**src/rtl/wxr_grad_update.sv**
```systemverilog
`default_nettype none
// ============================================================================
// Module   : wxr_grad_update
// Brief    : Weights per-cell dh/dW(xr) sensitivities by dL/dh, accumulates
//            them over a BPTT sequence and applies an SGD step on the last beat.
// Revision : 1.0  initial release
// ============================================================================
module wxr_grad_update #(
    parameter int DATABIT = 16,
    parameter int FRAC    = 12,
    parameter int CELLNUM = 4,
    parameter int ACCW    = 2*DATABIT+4
) (
    input  logic                      clk,
    input  logic                      rst_n,
    input  logic                      in_valid,
    output logic                      in_ready,
    input  logic                      first,
    input  logic                      last,
    input  logic signed [DATABIT-1:0] dh0_dw,
    input  logic signed [DATABIT-1:0] dh1_dw,
    input  logic signed [DATABIT-1:0] dh2_dw,
    input  logic signed [DATABIT-1:0] dh3_dw,
    input  logic signed [DATABIT-1:0] err0,
    input  logic signed [DATABIT-1:0] err1,
    input  logic signed [DATABIT-1:0] err2,
    input  logic signed [DATABIT-1:0] err3,
    input  logic signed [DATABIT-1:0] lr,
    input  logic signed [DATABIT-1:0] w_in,
    output logic signed [DATABIT-1:0] dh0_fb,
    output logic signed [DATABIT-1:0] dh1_fb,
    output logic signed [DATABIT-1:0] dh2_fb,
    output logic signed [DATABIT-1:0] dh3_fb,
    output logic signed [DATABIT-1:0] grad_out,
    output logic signed [DATABIT-1:0] w_out,
    output logic                      w_valid
);

    localparam int c_PORTS = 4;
    localparam int c_PW    = 2*DATABIT;
    localparam int c_IDXW  = (CELLNUM > 1) ? $clog2(CELLNUM) : 1;

    localparam logic [c_IDXW-1:0]  c_IDX_LAST = c_IDXW'(CELLNUM-1);
    localparam logic [DATABIT-1:0] c_SAT_MAX  = {1'b0, {(DATABIT-1){1'b1}}};
    localparam logic [DATABIT-1:0] c_SAT_MIN  = {1'b1, {(DATABIT-1){1'b0}}};

    typedef enum logic [1:0] {
        ST_IDLE = 2'd0,
        ST_MAC  = 2'd1,
        ST_UPD  = 2'd2
    } state_t;

    state_t r_state;
    state_t w_state_nxt;

    logic signed [DATABIT-1:0] w_dh_in  [c_PORTS];
    logic signed [DATABIT-1:0] w_err_in [c_PORTS];
    logic signed [DATABIT-1:0] r_dh     [c_PORTS];
    logic signed [DATABIT-1:0] r_err    [c_PORTS];
    logic signed [DATABIT-1:0] r_fb     [c_PORTS];

    logic                      r_last;
    logic signed [DATABIT-1:0] r_lr;
    logic signed [DATABIT-1:0] r_w_in;
    logic signed [ACCW-1:0]    r_acc;
    logic [c_IDXW-1:0]         r_idx;
    logic signed [DATABIT-1:0] r_grad;
    logic signed [DATABIT-1:0] r_w_out;
    logic                      r_w_valid;

    logic                      w_accept;
    logic signed [c_PW-1:0]    w_prod;
    logic signed [c_PW-1:0]    w_term;
    logic signed [ACCW-1:0]    w_acc_sum;
    logic                      w_acc_fits;
    logic signed [DATABIT-1:0] w_grad;
    logic signed [c_PW-1:0]    w_step_prod;
    logic signed [c_PW-1:0]    w_step;
    logic signed [c_PW:0]      w_diff;
    logic                      w_diff_fits;
    logic signed [DATABIT-1:0] w_w_new;

    assign w_dh_in[0]  = dh0_dw;
    assign w_dh_in[1]  = dh1_dw;
    assign w_dh_in[2]  = dh2_dw;
    assign w_dh_in[3]  = dh3_dw;
    assign w_err_in[0] = err0;
    assign w_err_in[1] = err1;
    assign w_err_in[2] = err2;
    assign w_err_in[3] = err3;

    assign in_ready = (r_state == ST_IDLE);
    assign w_accept = in_valid & in_ready;

    // One cell per cycle; the floor shift happens on the full product.
    always_comb begin
        w_prod    = r_dh[r_idx] * r_err[r_idx];
        w_term    = w_prod >>> FRAC;
        w_acc_sum = r_acc + {{(ACCW-c_PW){w_term[c_PW-1]}}, w_term};
    end

    // The accumulator fits the output word when all bits above the sign agree.
    always_comb begin
        w_acc_fits = (&r_acc[ACCW-1:DATABIT-1]) | ~(|r_acc[ACCW-1:DATABIT-1]);
        if (w_acc_fits) begin
            w_grad = r_acc[DATABIT-1:0];
        end else if (r_acc[ACCW-1]) begin
            w_grad = c_SAT_MIN;
        end else begin
            w_grad = c_SAT_MAX;
        end
    end

    always_comb begin
        w_step_prod = r_lr * w_grad;
        w_step      = w_step_prod >>> FRAC;
        w_diff      = {{(DATABIT+1){r_w_in[DATABIT-1]}}, r_w_in}
                    - {w_step[c_PW-1], w_step};
        w_diff_fits = (&w_diff[c_PW:DATABIT-1]) | ~(|w_diff[c_PW:DATABIT-1]);
        if (w_diff_fits) begin
            w_w_new = w_diff[DATABIT-1:0];
        end else if (w_diff[c_PW]) begin
            w_w_new = c_SAT_MIN;
        end else begin
            w_w_new = c_SAT_MAX;
        end
    end

    always_comb begin
        w_state_nxt = r_state;
        case (r_state)
            ST_IDLE: begin
                if (w_accept) begin
                    w_state_nxt = ST_MAC;
                end
            end
            ST_MAC: begin
                if (r_idx == c_IDX_LAST) begin
                    w_state_nxt = r_last ? ST_UPD : ST_IDLE;
                end
            end
            ST_UPD:  w_state_nxt = ST_IDLE;
            default: w_state_nxt = ST_IDLE;
        endcase
    end

    always_ff @(posedge clk or negedge rst_n) begin
        if (!rst_n) begin
            r_state   <= ST_IDLE;
            r_last    <= 1'b0;
            r_lr      <= '0;
            r_w_in    <= '0;
            r_acc     <= '0;
            r_idx     <= '0;
            r_grad    <= '0;
            r_w_out   <= '0;
            r_w_valid <= 1'b0;
            for (int i = 0; i < c_PORTS; i++) begin
                r_dh[i]  <= '0;
                r_err[i] <= '0;
                r_fb[i]  <= '0;
            end
        end else begin
            r_state   <= w_state_nxt;
            r_w_valid <= 1'b0;
            case (r_state)
                ST_IDLE: begin
                    if (w_accept) begin
                        r_last <= last;
                        r_lr   <= lr;
                        r_w_in <= w_in;
                        r_idx  <= '0;
                        if (first) begin
                            r_acc <= '0;
                        end
                        // A last beat ends the sequence, so the next one starts with no history.
                        for (int i = 0; i < c_PORTS; i++) begin
                            r_dh[i]  <= w_dh_in[i];
                            r_err[i] <= w_err_in[i];
                            r_fb[i]  <= last ? '0 : w_dh_in[i];
                        end
                    end
                end
                ST_MAC: begin
                    r_acc <= w_acc_sum;
                    r_idx <= (r_idx == c_IDX_LAST) ? '0 : r_idx + c_IDXW'(1);
                end
                ST_UPD: begin
                    r_grad    <= w_grad;
                    r_w_out   <= w_w_new;
                    r_w_valid <= 1'b1;
                end
                default: ;
            endcase
        end
    end

    assign dh0_fb   = r_fb[0];
    assign dh1_fb   = r_fb[1];
    assign dh2_fb   = r_fb[2];
    assign dh3_fb   = r_fb[3];
    assign grad_out = r_grad;
    assign w_out    = r_w_out;
    assign w_valid  = r_w_valid;

endmodule
`default_nettype wire

```
**config.mk**
```make
export PLATFORM = sky130hd
export DESIGN_NAME = wxr_grad_update
export DESIGN_NICKNAME = d
export VERILOG_FILES = /design/src/rtl/wxr_grad_update.sv
export SDC_FILE = /design/constraint.sdc
export NUM_CORES = 2
export LEC_CHECK = 0
export ABC_CLOCK_PERIOD_IN_PS = 10590
export CAP_MARGIN = 20
export CORE_AREA = 4 4 269 271
export CTS_BUF_LIST = sky130_fd_sc_hd__clkbuf_4 sky130_fd_sc_hd__clkbuf_8
export DETAILED_ROUTE_END_ITERATION = 8
export DIE_AREA = 0 0 273 275
export MAX_ROUTING_LAYER = met4
export PLACE_DENSITY = 0.78
export SKIP_LAST_GASP = 1
export SLEW_MARGIN = 10
export SYNTH_ARGS = -nofsm -noshare
export SYNTH_HDL_FRONTEND = slang
export SYNTH_SLANG_ARGS = --single-unit
```
**constraint.sdc**
```tcl
create_clock -name clk -period 10.59 [get_ports clk]
set_input_delay 2.118 -clock clk [delete_from_list [all_inputs] [get_ports clk]]
set_output_delay 2.118 -clock clk [all_outputs]
set_load 0.03 [all_outputs]
```
# --- Word level (Yosys, flattened, before mapping) ---
# Index checks and enable logic that the tools add are counted.
# Widths: inputs -> output; s select.
word_totals:
  elab_cells: 74
  out_inout_bits: 98
  register_bits: 298
classes:
  bitwise: 6
  n_eq_ne: 6
  mux: 25
  n_mul: 2
  n_lt_le_gt_ge: 1
  add_sub_neg: 3
  n_reduce_logical: 10
ops:
  columns: ["cell", "count"]
  rows:
  - ["$mux 16", 12]
  - ["$mux 36", 2]
  - ["$pmux 36 s2", 1]
  - ["$bmux 16 s2", 2]
  - ["$mul 16x16->32", 2]
  - ["$add 36x36->36", 1]
  - ["$reduce_and 21->1", 1]
  - ["$reduce_or 21->1", 1]
  - ["$sub 16x20->21", 1]
  - ["$reduce_and 18->1", 1]
  - ["$reduce_or 18->1", 1]
  - ["$mux 2", 5]
  - ["$pmux 2 s2", 2]
  - ["$reduce_and 2->1", 3]
  - ["$eq 2x2->1 const B", 2]
  - ["$ne 2x2->1 const B", 2]
  - ["$ge 3x3->1 const B", 1]
  - ["$not 2->3", 1]
  - ["$reduce_and 3->1", 1]
  - ["$add 2x1->2 const B", 1]
  - ["$eq 2x1->1 const B", 1]
  - ["$logic_not 2->1", 1]
  - ["$ne 2x1->1 const B", 1]
  - ["$not 1->1", 2]
  - ["4 further kinds", 5]

# --- Depth between registers and ports, before layout ---
depth:
  word_depth: 10
  depth_mapped: 42
  mapped_depth_nobuf: 39

# --- Least setup slack after synthesis ---
# No wires, ideal clock.
synth_path:
  path_kind: "register to register"
  from: "register r_idx[1]"
  to: "register r_acc[35]"
  arrival_ns: 10.245
  path_slack_ns: 0.272
  path_stages_with_launch: 38
  period_less_slack_ns: 10.318
  path_cell_list: "dfrtp_1 buf_2 buf_1 buf_1 clkbuf_1 mux4_2 clkbuf_1 nand2_1 fa_1 inv_1 fa_1 inv_1 fa_1 fa_1 inv_1 fa_1 fa_1 ha_1 (+2 left out) a21oi_1 a311oi_2 a2111oi_2 nor3_2 o21ai_1 xnor2_1 ha_1 a21o_1 a21o_1 a21oi_1 o21ai_0 or3_1 nor3_1 o31a_1 o21ai_0 xor2_1 o21ai_0 nor2b_1"
synth_via:
  elab_chain_cells: 7
  word_cells_on_any_way: 10
synth_lines:
  columns: ["item", "line", "text"]
  rows:
  - ["start: declaration", "66", "logic [c_IDXW-1:0] r_idx;"]
  - ["start signal: assignment", "186", "r_idx <= (r_idx == c_IDX_LAST) ? '0 : r_idx + c_IDXW'(1);"]
  - ["$not 2->3 (not written as such) *", "97", "w_prod = r_dh[r_idx] * r_err[r_idx];"]
  - ["$bmux 16 s2", "97", null]
  - ["$mux 16 (not written as such) (2 in a row)", "97", null]
  - ["$mul 16x16->32 *", "97", null]
  - ["$add 36x36->36 *", "99", "w_acc_sum = r_acc + {{(ACCW-c_PW){w_term[c_PW-1]}}, w_term};"]
  - ["$pmux 36 s2 *", "166", "case (r_state)"]
  - ["end signal: assignment", "185", "r_acc <= w_acc_sum;"]
  - ["end: declaration", "65", "logic signed [ACCW-1:0] r_acc;"]
# Every way passes the cells marked *; elsewhere a longest branch is shown, timed or not. The select of a mux whose other input is x is not followed.
# A chain may end at the register's enable or synchronous reset.

# --- Final worst setup path ---
layout_path:
  from: "register r_acc[18]"
  to: "register r_w_out[14] (netlist: w_out[14])"
layout_via:
  elab_chain_cells: 10
  word_cells_on_any_way: 13
layout_lines:
  columns: ["item", "line", "text"]
  rows:
  - ["$reduce_or 21->1", "104", "w_acc_fits = (&r_acc[ACCW-1:DATABIT-1]) | ~(|r_acc[ACCW-1:DATABIT-1]);"]
  - ["$not 1->1", "104", null]
  - ["$or 1x1->1 *", "104", null]
  - ["$mux 16 *", "105", "if (w_acc_fits) begin"]
  - ["$mul 16x16->32 *", "115", "w_step_prod = r_lr * w_grad;"]
  - ["$sub 16x20->21 *", "118", "- {w_step[c_PW-1], w_step};"]
  - ["$reduce_or 18->1", "119", "w_diff_fits = (&w_diff[c_PW:DATABIT-1]) | ~(|w_diff[c_PW:DATABIT-1]);"]
  - ["$not 1->1", "119", null]
  - ["$or 1x1->1", "119", null]
  - ["$mux 16 *", "120", "if (w_diff_fits) begin"]
  - ["end signal: assignment", "190", "r_w_out <= w_w_new;"]
  - ["end: declaration", "68", "logic signed [DATABIT-1:0] r_w_out;"]
# Every way passes the cells marked *; elsewhere a longest branch is shown, timed or not.

==> metrics.md <==
| Metric | Value |
|---|---|
| Outcome | finished clean |
| Min cycle time layout | 10.18 ns |
| DRT Pass-1 Iters | 6 |
| GRT Util Overall | 0.236 |
| Max Slew Vio Count | 0 |
| CP arrival | 10.73 ns |
| Syn_nets | 4555 |
| Worst hold path type | reg -> reg |
| Ratio of cells with drive above 1 in the final layout | 0.0569 |
| FF-to-FF path depth | 34 |
| Starting DRT DRC Count | 1867 |
| WP buf/inv | 3 |
| Die X | 273 um |
| Area grow syn2layout | 14.9% |
| CTS tree | yes |
| Reg-to-Reg Start | r_acc[18]$_DFFE_PN0P_ |
| Vias in the first global route | 26270 |
| Num CTS Buffers | 51 |
| Final setup vio count | 0 |
| Crit path max-delay family | compound AO/OA/AOI/OAI gates |
| First-pass GRT wire length | 137000 um |
| Crit Reg-Reg Endpoint | w_out[14]$_DFFE_PN0P_ |
| Syn avg cell area | 9.15 um2 |
| CP Depth | 34 |
| #FFs+latches synth | 298 |
| Yosys top cell area share | 0.314 |
| Setup crit start kind | flop |
| Initial antenna violation count | 3 |
| DRC violations left | 0 |
| Total Wirelength | 85500 um |
| Fin. Hold Viols | 0 |
| Worst path max stage delay | 0.55 ns |
| CTS sink count | 298 |
| Max-cap viol count | 0 |
| Htree depth | 2 |
| Setup crit end | w_out[14]$_DFFE_PN0P_ |
| Flop-to-flop setup slack | 0.41 ns |
| Nets | 4787 |
| Most frequent cells in the layout | nand2_1 (911), inv_1 (578), fa_1 (524) |
| Max Fclk | 98.2 MHz |
| Vias per cell | 5.24 |
| Clock skew | 0.0436 ns |
| Crit-path most repeated cell | fa_1 |
| Synth area leaders | fa_1 (31%), dfrtp_1 (22%), nand2_1 (10%) |
| Synth Instances | 3652 |
| Slew HR | 0.287 |
| Gpl congestion | 0.883 |
| CTS Root Cell | clkbuf_8 |
| Post-CTS Hold Buffers | 0 |
| Antenna-violating nets left | 0 |
| Hold path depth | 2 |
| Ys flop type | dfrtp_1 |
| Initial core utilization | 0.479 |
| Grt ovf | 0 |
| Yosys cell types | 63 |
| Post-synth EDFFs | 0 |
| Commonest non-fill, non-tap cell in the layout | nand2_1 |
| # IOs | 263 |
| Die H | 275 um |
| Slowest-stage cell, CP | or4_4 |
| Final period util | 0.961 |
| Std cell rows | 97 |
| Seq/Total Area, Yosys | 0.223 |
| Area of the die | 0.0751 mm2 |
| Worst EP required | 11.14 ns |
| DR WL/cell | 17.6 um |
| Later-pin clock latency in the skew report | 0.66 ns |
| Slew @ Worst Pin | 1.07 ns |
| Crit end category | flop |
| Worst Setup Path Type | reg -> reg |
| Mapped Area | 0.0334 mm2 |
| Core ar. | 0.0698 mm2 |
| Count of buffers from port buffering | 262 |
| Post-DP HPWL | 67600 um |
| Min-delay src | r_dh[41]$_DFFE_PN0P_ |
| Finished Core Util | 0.550 |
| Clock buffer depth | 3 |
| Via count | 25493 |
| Pin count of the biggest net entering global routing | 260 |
| Ys Warns | 0 |
| CP max FO | 17 |
| Reg clk slew, reported paths | 0.07 ns |
| CP startpoint | r_acc[18]$_DFFE_PN0P_ |
| Area leader, netlist | fa_1 |
| Ys async rst share | 1.00 |
-- stage by stage --
step / setup slack (ns) / area [um2] / cells / hold WS (ns) / TNS, ns
global route: -0.0313 / 38400 / 4863 / 0.492 / -0.0387
global placement: 0.382 / 37100 / 4759 / 0.453 / 0
CTS: 0.0133 / 38200 / 4849 / 0.473 / 0
detailed placement: 0.0964 / 37100 / 4760 / 0.458 / 0
finish: 0.409 / 38400 / 4863 / 0.471 / 0
floorplan: 0.272 / 33400 / 3652 / 0.438 / 0
-- synthesized netlist by cell type, types with 23 or more instances --
| library cell | instances |
|---|---|
| clkbuf_1 | 125 |
| nor2b_1 | 96 |
| a21o_1 | 48 |
| xor2_1 | 39 |
| inv_1 | 578 |
| nor2_1 | 101 |
| fa_1 | 524 |
| nand2_1 | 912 |
| a21oi_1 | 75 |
| and2_1 | 89 |
| nand2b_1 | 97 |
| xnor2_1 | 66 |
| mux4_2 | 23 |
| o21ai_0 | 144 |
| dfrtp_1 | 298 |
| ha_1 | 214 |
-- state kept, by name, summed over array words and instances (netlist names) --
signal / flops
grad_out: 16
r_err: 64
r_w_in: 16
r_dh: 64
r_lr: 16
dh0_fb: 16
r_idx: 2
dh1_fb: 16
dh2_fb: 16
w_out: 16
w_valid: 1
r_state: 2
r_last: 1
dh3_fb: 16
r_acc: 36
-- what timing repair did --
item / in CTS / in global routing
endpoints found under the setup margin: 0 / 22
endpoints found under the hold margin: 0 / 0
gates resized for setup: 0 / 15
buffers inserted: 0 / 9
-- logic make-up (layout without fill, tap and decap cells) --
kind of cell | count (synthesis) | count (layout) | synth area share
buffers and inverters | 727 | 994 | 0.0820
adder cells (fa/ha/maj) | 738 | 738 | 0.394
AO/OA/AOI/OAI | 372 | 372 | 0.0703
AND/OR/NAND/NOR | 1365 | 1366 | 0.180
XOR/XNOR | 105 | 105 | 0.0275
other | 0 | 3 | 0
flip-flops | 298 | 298 | 0.223
multiplexers | 47 | 47 | 0.0231
-- layer usage --
layer	track usage	up-vias	part of all wire
li1	-	11677	-
met1	0.317	12828	0.42
met2	0.363	825	0.47
met3	0.0542	163	0.078
met4	0.0651	0	0.029
met5	-	-	0
-- worst register-to-register path, delay by kind of cell, from the launching register on --
family	cells	cell delay, ns
AO/OA/AOI/OAI	17	4.65
adder cells (fa/ha/maj)	8	3.58
buffers and inverters	3	0.15
flip-flops	1	0.42
AND/OR/NAND/NOR	6	1.29
-- layout make-up --
cell class	count	area [um2]
Antenna cell	3	7.51
Clock buffer	71	933
Clock inverter	18	206
Fill cell	6018	31400
Inverter	578	2170
Multi-Input combinational cell	2628	23300
Sequential cell	298	7460
Tap cell	940	1180
Timing Repair Buffer	327	3160
-- worst min path at each step --
| stage | to | slack (ns) |
|---|---|---|
| floorplan | r_last$_DFFE_PN0P_ | 0.44 |
| global placement | r_err[4]$_DFFE_PN0P_ | 0.45 |
| detailed placement | r_dh[41]$_DFFE_PN0P_ | 0.46 |
| CTS | r_dh[41]$_DFFE_PN0P_ | 0.47 |
| global route | r_dh[52]$_DFFE_PN0P_ | 0.49 |
| finish | r_dh[41]$_DFFE_PN0P_ | 0.47 |
Power is left out: the tool's default activity adds up to more than one toggle a clock period on the data nets, which glitch-free logic cannot reach.
